$ cat src/rtl/execute_muldiv.sv
// execute_muldiv: multi-cycle multiply/divide unit for the execute stage.
//
// Handles MULT/MULTU (signed/unsigned 32x32->64) and DIV/DIVU (radix-2
// restoring divider, one quotient bit per cycle) and returns {HI,LO} for the
// execute-to-memory HILO write path.
//
// Handshake: a transfer happens on a rising edge where valid && ready are
// both high. in_ready is high only in IDLE, and an offer is ignored while
// flush is high. out_valid stays high with stable out_hi/out_lo until
// out_ready is seen; it then drops the next cycle. The last result stays
// on out_hi/out_lo after the handshake.
//
// Ports:
//   clk, resetn      clock, synchronous active-low reset
//   flush            kill any in-flight op, back to IDLE next cycle
//   in_valid/ready   operation offer / unit idle
//   in_op            00 MULT, 01 MULTU, 10 DIV, 11 DIVU
//   in_a, in_b       rs (dividend/multiplicand), rt (divisor/multiplier)
//   out_valid/ready  result available / consumer takes it
//   out_hi, out_lo   product high/low word, or remainder/quotient
//   busy             state != IDLE (decode stalls MFHI/MFLO on it)
//   dbg_state        current FSM state
//
// Parameter MUL_LATENCY (1..4): cycles from accept to out_valid for multiplies.
// Optional macro MULDIV_EARLY_EXIT_EN: divides with |a| < |b| (b != 0) skip
// the iteration loop and finish in 3 cycles.
module execute_muldiv #(
    parameter int MUL_LATENCY = 2
) (
    input  logic        clk,
    input  logic        resetn,
    input  logic        flush,
    input  logic        in_valid,
    output logic        in_ready,
    input  logic [1:0]  in_op,
    input  logic [31:0] in_a,
    input  logic [31:0] in_b,
    output logic        out_valid,
    input  logic        out_ready,
    output logic [31:0] out_hi,
    output logic [31:0] out_lo,
    output logic        busy,
    output logic [2:0]  dbg_state
);

    typedef enum logic [2:0] {
        S_IDLE     = 3'd0,
        S_MUL      = 3'd1,
        S_DIV_ITER = 3'd2,
        S_DIV_FIX  = 3'd3,
        S_DONE     = 3'd4
    } state_t;

    // Last MUL-state count before DONE; unused when MUL_LATENCY == 1
    // because the accept goes straight to DONE.
    localparam logic [4:0] MUL_LAST = (MUL_LATENCY > 1) ? 5'(MUL_LATENCY - 2) : 5'd0;

    state_t      state, state_next;
    logic [4:0]  cnt;
    logic [31:0] opa_q;        // multiplicand
    logic [31:0] opb_q;        // multiplier, or divisor magnitude
    logic [31:0] rem_q;        // partial remainder
    logic [31:0] quo_q;        // dividend magnitude shifting out, quotient shifting in
    logic        mul_signed_q;
    logic        sa_q, sb_q;

    logic        accept;
    logic        early_exit;
    logic [63:0] product;
    logic        div_sa, div_sb;
    logic [31:0] a_mag, b_mag;
    logic [32:0] div_shift, div_diff;

    function automatic logic [63:0] mul64(input logic sgn, input logic [31:0] x,
                                          input logic [31:0] y);
        logic [63:0] xe, ye;
        // Low 64 bits of the extended product are correct for both
        // signed and unsigned operands.
        xe = {{32{sgn & x[31]}}, x};
        ye = {{32{sgn & y[31]}}, y};
        return xe * ye;
    endfunction

    assign in_ready  = (state == S_IDLE);
    assign busy      = (state != S_IDLE);
    assign out_valid = (state == S_DONE);
    assign dbg_state = state;

    assign accept = in_valid && in_ready && !flush;

    // Signs only matter for signed DIV; DIVU forces them to zero.
    assign div_sa = ~in_op[0] & in_a[31];
    assign div_sb = ~in_op[0] & in_b[31];
    assign a_mag  = div_sa ? (32'd0 - in_a) : in_a;
    assign b_mag  = div_sb ? (32'd0 - in_b) : in_b;

    // With single-cycle latency the product is taken straight from the inputs.
    assign product = (MUL_LATENCY == 1) ? mul64(~in_op[0], in_a, in_b)
                                        : mul64(mul_signed_q, opa_q, opb_q);

    // One restoring step: bring down the next dividend bit and try to
    // subtract the divisor. Bit 32 of the difference is the borrow.
    assign div_shift = {rem_q, quo_q[31]};
    assign div_diff  = div_shift - {1'b0, opb_q};

`ifdef MULDIV_EARLY_EXIT_EN
    // On the first iteration quo_q still holds |a| untouched.
    assign early_exit = (state == S_DIV_ITER) && (cnt == 5'd0) &&
                        (opb_q != 32'd0) && (quo_q < opb_q);
`else
    assign early_exit = 1'b0;
`endif

    always_ff @(posedge clk) begin
        if (!resetn) state <= S_IDLE;
        else         state <= state_next;
    end

    always_comb begin
        state_next = state;
        case (state)
            S_IDLE: begin
                if (accept) begin
                    if (in_op[1])              state_next = S_DIV_ITER;
                    else if (MUL_LATENCY == 1) state_next = S_DONE;
                    else                       state_next = S_MUL;
                end
            end
            S_MUL:      if (cnt == MUL_LAST) state_next = S_DONE;
            S_DIV_ITER: if (early_exit || cnt == 5'd31) state_next = S_DIV_FIX;
            S_DIV_FIX:  state_next = S_DONE;
            S_DONE:     if (out_ready) state_next = S_IDLE;
            default:    state_next = S_IDLE;
        endcase
        if (flush) state_next = S_IDLE;
    end

    always_ff @(posedge clk) begin
        if (!resetn) begin
            cnt          <= 5'd0;
            opa_q        <= 32'd0;
            opb_q        <= 32'd0;
            rem_q        <= 32'd0;
            quo_q        <= 32'd0;
            mul_signed_q <= 1'b0;
            sa_q         <= 1'b0;
            sb_q         <= 1'b0;
            out_hi       <= 32'd0;
            out_lo       <= 32'd0;
        end else if (flush) begin
            cnt <= 5'd0;
        end else begin
            case (state)
                S_IDLE: begin
                    if (accept) begin
                        cnt          <= 5'd0;
                        mul_signed_q <= ~in_op[0];
                        opa_q        <= in_a;
                        opb_q        <= in_op[1] ? b_mag : in_b;
                        rem_q        <= 32'd0;
                        quo_q        <= a_mag;
                        sa_q         <= div_sa;
                        sb_q         <= div_sb;
                        if (!in_op[1] && MUL_LATENCY == 1) {out_hi, out_lo} <= product;
                    end
                end
                S_MUL: begin
                    if (cnt == MUL_LAST) begin
                        {out_hi, out_lo} <= product;
                        cnt              <= 5'd0;
                    end else begin
                        cnt <= cnt + 5'd1;
                    end
                end
                S_DIV_ITER: begin
                    if (early_exit) begin
                        rem_q <= quo_q;
                        quo_q <= 32'd0;
                        cnt   <= 5'd0;
                    end else begin
                        if (!div_diff[32]) begin
                            rem_q <= div_diff[31:0];
                            quo_q <= {quo_q[30:0], 1'b1};
                        end else begin
                            rem_q <= div_shift[31:0];
                            quo_q <= {quo_q[30:0], 1'b0};
                        end
                        cnt <= cnt + 5'd1;  // wraps to 0 after the 32nd step
                    end
                end
                S_DIV_FIX: begin
                    out_lo <= (sa_q ^ sb_q) ? (32'd0 - quo_q) : quo_q;
                    out_hi <= sa_q ? (32'd0 - rem_q) : rem_q;
                end
                default: ;
            endcase
        end
    end

endmodule
$ cat config.mk
export PLATFORM = sky130hd
export DESIGN_NAME = execute_muldiv
export DESIGN_NICKNAME = d
export VERILOG_FILES = /design/src/rtl/execute_muldiv.sv
export SDC_FILE = /design/constraint.sdc
export NUM_CORES = 2
export LEC_CHECK = 0
export CAP_MARGIN = 20
export CORE_MARGIN = 10
export CORE_UTILIZATION = 28
export CTS_CLUSTER_DIAMETER = 50
export CTS_CLUSTER_SIZE = 16
export DETAILED_ROUTE_END_ITERATION = 7
export SLEW_MARGIN = 20
export SYNTH_ARGS = -nofsm -noshare
export SYNTH_HDL_FRONTEND = slang
export SYNTH_SLANG_ARGS = --single-unit
$ cat constraint.sdc
create_clock -name clk -period 8.6 [get_ports clk]
set_clock_uncertainty 0.2 [all_clocks]
set_input_delay 1.72 -clock clk [delete_from_list [all_inputs] [get_ports clk]]
set_output_delay 1.72 -clock clk [all_outputs]
set_load 0.005 [all_outputs]
==> out/results.tsv <==
stage	metric	value	unit
logic_synthesis	Unique masters post-synth	75	
hold_path	min-delay src	out_lo[19]	
clocking	CTS H-tree lvls	1	
logic_synthesis	syn_area_per_cell	8.65	um^2
sta	fin crit share	96.9	%
logic_synthesis	Post-synth EDFFs	0	
hold_path	Hold Crit Class	reg2reg	
die	core area	180000	um^2
logic_synthesis	synthesized netlist net count	7313	
logic_synthesis	ys flop type	dfxtp_1	
logic_synthesis	synth top area cells	fa_1, inv_1, dfxtp_1, nand2_1, ha_1	
finish	filler instances	19100	
die	initial core utilization	28.1	%
sta	final setup violation count	0	
logic_synthesis	Syn. warnings	0	
finish	Sequential Area	4070	um^2
setup_path	R2R depth	26	
placed_design	Inst Count DP	8197	
logic_synthesis	Yosys reg bits	203	
die	full die area	199000	um^2
hold_path	Min-Delay Path Depth	2	
setup_path	crit start category	flip-flop	
setup_path	CP Class	reg2reg	
sta	Max-Slew Margin vs Limit	26.7	%
finish	layout cells sized above 1	4.98	%
pwr	Tot Pwr	4.44	mW
routing	DR DRC count	0	
sta	final setup TNS	0	ps
setup_path	R2R Setup Slk	260	ps
logic_synthesis	async set or reset register ratio after synthesis	0	%
clocking	cts-stage hold buffer count	0	
logic_synthesis	synthesized area	50700	um^2
clocking	Max clock buf depth	3	
global_routing	gr ovfl total	0	
pwr	leak pwr	26.4	nW
pwr	Pwr Density	78.4	nW/um^2
routing	WL per Instance	19.0	um
setup_path	CP required	8890	ps
clocking	TritonCTS Buffers	28	
routing	vias	40000	
logic_synthesis	most frequent cell after synthesis	inv_1	
die	FP Rows	156	
global_routing	GRT Resource Usage Total	15.8	%
sta	Max Clk Rate	120	MHz
logic_synthesis	Synth top cells by count	inv_1, fa_1, nand2_1, and2_1, clkbuf_1	
sta	Final Hold Viols	0	
placed_design	Buffers on Ports	140	
setup_path	Critical R2R Launch	opb_q[12]	
setup_path	worst path arrival time	8630	ps
routing	DR pass1 iterations	6	
setup_path	Setup crit end kind	flip-flop	
run_status	outcome	finished clean	
clocking	CTS Sinks	203	
flow_run	Max Cap Viol	0	
sta	Period minus WS final	8340	ps
finish	layout net count	7308	
placed_design	routability cong.	0.942	
finish	area growth from synthesis to layout	11.6	%
routing	DR vias/cell	4.85	
global_routing	vias in the first global route	42700	
finish	Layout Cells excl Fill	8253	
global_routing	antenna violations before repair	8	
global_routing	global-route wire length before repair	249000	um
routing	Starting DRT DRC Count	2858	
clocking	CTS tree	yes	
pwr	Worst VDD drop	0.148	mV
die	# IOs	141	
global_routing	largest net degree at the start of global routing	86	
die	DIE WIDTH	446	um
placed_design	hpwl dp	130000	um
clocking	Root Buffer	clkbuf_16	
logic_synthesis	area leader, netlist	fa_1	
hold_path	worst hold endpoint	out_lo[19]	
sta	Slew @ Worst Pin	1100	ps
die	Die H	446	um
routing	Final ANT Viol Nets	0	
finish	multi-input logic area	40900	um^2
clocking	Clock transition at path regs	70	ps
logic_synthesis	register area share after synthesis	8.01	%
routing	final WL	157000	um
sta	max-slew violations	0	
clocking	clk_lat worst skew	580	ps
setup_path	worst-path maximum fanout	33	
logic_synthesis	Yosys top cell area share	44.5	%
setup_path	r2r endpoint	out_hi[29]	
logic_synthesis	Gate Count Post-Synth	5865	
[worst max-delay path, cell delays in order (launching register included)]
cell	delay, ps
dfxtp_1	600
buf_12	290
and2_1	200
fa_1	410
fa_1	530
inv_1	70
fa_1	530
inv_1	50
fa_1	500
fa_1	620
fa_1	460
fa_1	490
inv_1	50
fa_1	560
inv_1	80
ha_1	290
a21o_1	170
a211oi_1	290
o21bai_1	190
a221o_1	340
a31oi_1	220
buf_4	200
o21ai_2	90
a31oi_1	260
nor2b_1	90
mux2_2	280
a31oi_1	150
[what timing repair did]
| item | CTS | global route |
|---|---|---|
| endpoints found under the setup margin | 0 | 20 |
| buffers inserted | 0 | 3 |
| resized for setup | 0 | 15 |
[worst max path at each step]
stage / depth (start not counted) / slack, ps / to / startpoint
finish: 26 / 260 / out_hi[29] / opb_q[12]
detailed placement: 26 / 220 / out_hi[30] / opa_q[8]
floorplan: 30 / 350 / out_hi[29] / opa_q[31]
CTS: 26 / 170 / out_hi[30] / opa_q[8]
global route: 27 / -5 / out_hi[26] / mul_signed_q
global placement: 26 / 200 / out_hi[29] / opa_q[8]
[per-layer routing]
metal  routed length [um]  part of all wire [%]  vias to the layer above  global-route usage (%)
met3                 9740                   6.2                      263                    2.27
met5                   68                 0.043                        -                       0
li1                     -                     -                    17700                       -
met2                76700                    49                     1294                    27.4
met1                63900                    41                    20700                    20.3
met4                 6180                   3.9                       10                    5.08
[power breakdown]
part | switching [mW] | internal (mW) | total (mW)
Sequential | 0.0648 | 0.973 | 1.04
Clock | 0.548 | 0.676 | 1.22
Combinational | 1.36 | 0.813 | 2.18
[layout by cell type (no fill, tap or decap), drive strengths merged, types with 26 or more instances in the layout]
cell and count:
inv 1200, fa 1126, nand2 969, and2 362
ha 251, dfxtp 203, a21oi 189, buf 187
nor2 175, o21ai 162, clkdlybuf4s50 139, xnor2 127
xor2 88, a211oi 51, a21boi 49, o211a 48
nor2b 46, o211ai 43, nand3 43, a21o 37
nor3 33, and3 31, mux2i 31, clkbuf 30
a31oi 27, o31ai 26
[state kept, by name, indices dropped and copies added, names as in the netlist]
register      flops
out_hi           32
sa_q              1
sb_q              1
dbg_state         3
quo_q            32
cnt               5
opb_q            32
rem_q            32
mul_signed_q      1
opa_q            32
out_lo           32
[per-stage QoR]
stage	area [um^2]	hold slack [ps]	util, %	setup slack, ps
after global placement	55500	257	30.8	202
after CTS	56500	271	31.3	165
after floorplan	50700	249	-	348
after global routing	56600	294	31.4	-5.31
final	56600	267	31.4	265
after detailed placement	55500	262	30.8	215
[kinds of logic (layout without fill, tap and decap cells)]
group | count (synthesis) | count (layout) | synth area share (%)
simple gates | 1761 | 1761 | 16.1
buf+inv | 1553 | 1570 | 11.5
fa+ha+maj | 1377 | 1377 | 50.7
compound gates | 724 | 724 | 9.43
xor+xnor | 215 | 215 | 3.71
flops | 203 | 203 | 8.01
mux | 32 | 32 | 0.634
other cells | 0 | 1 | 0
[layout make-up]
type	instances	area share, %
Inverter	1192	7.92
Tap cell	2370	5.24
Clock inverter	22	0.438
Clock buffer	30	1.29
Timing Repair Buffer	326	5.73
Multi-Input combinational cell	4109	72.2
Sequential cell	203	7.19
Antenna cell	1	0.00442
No activity file was read; power rests on OpenSTA's default activity.
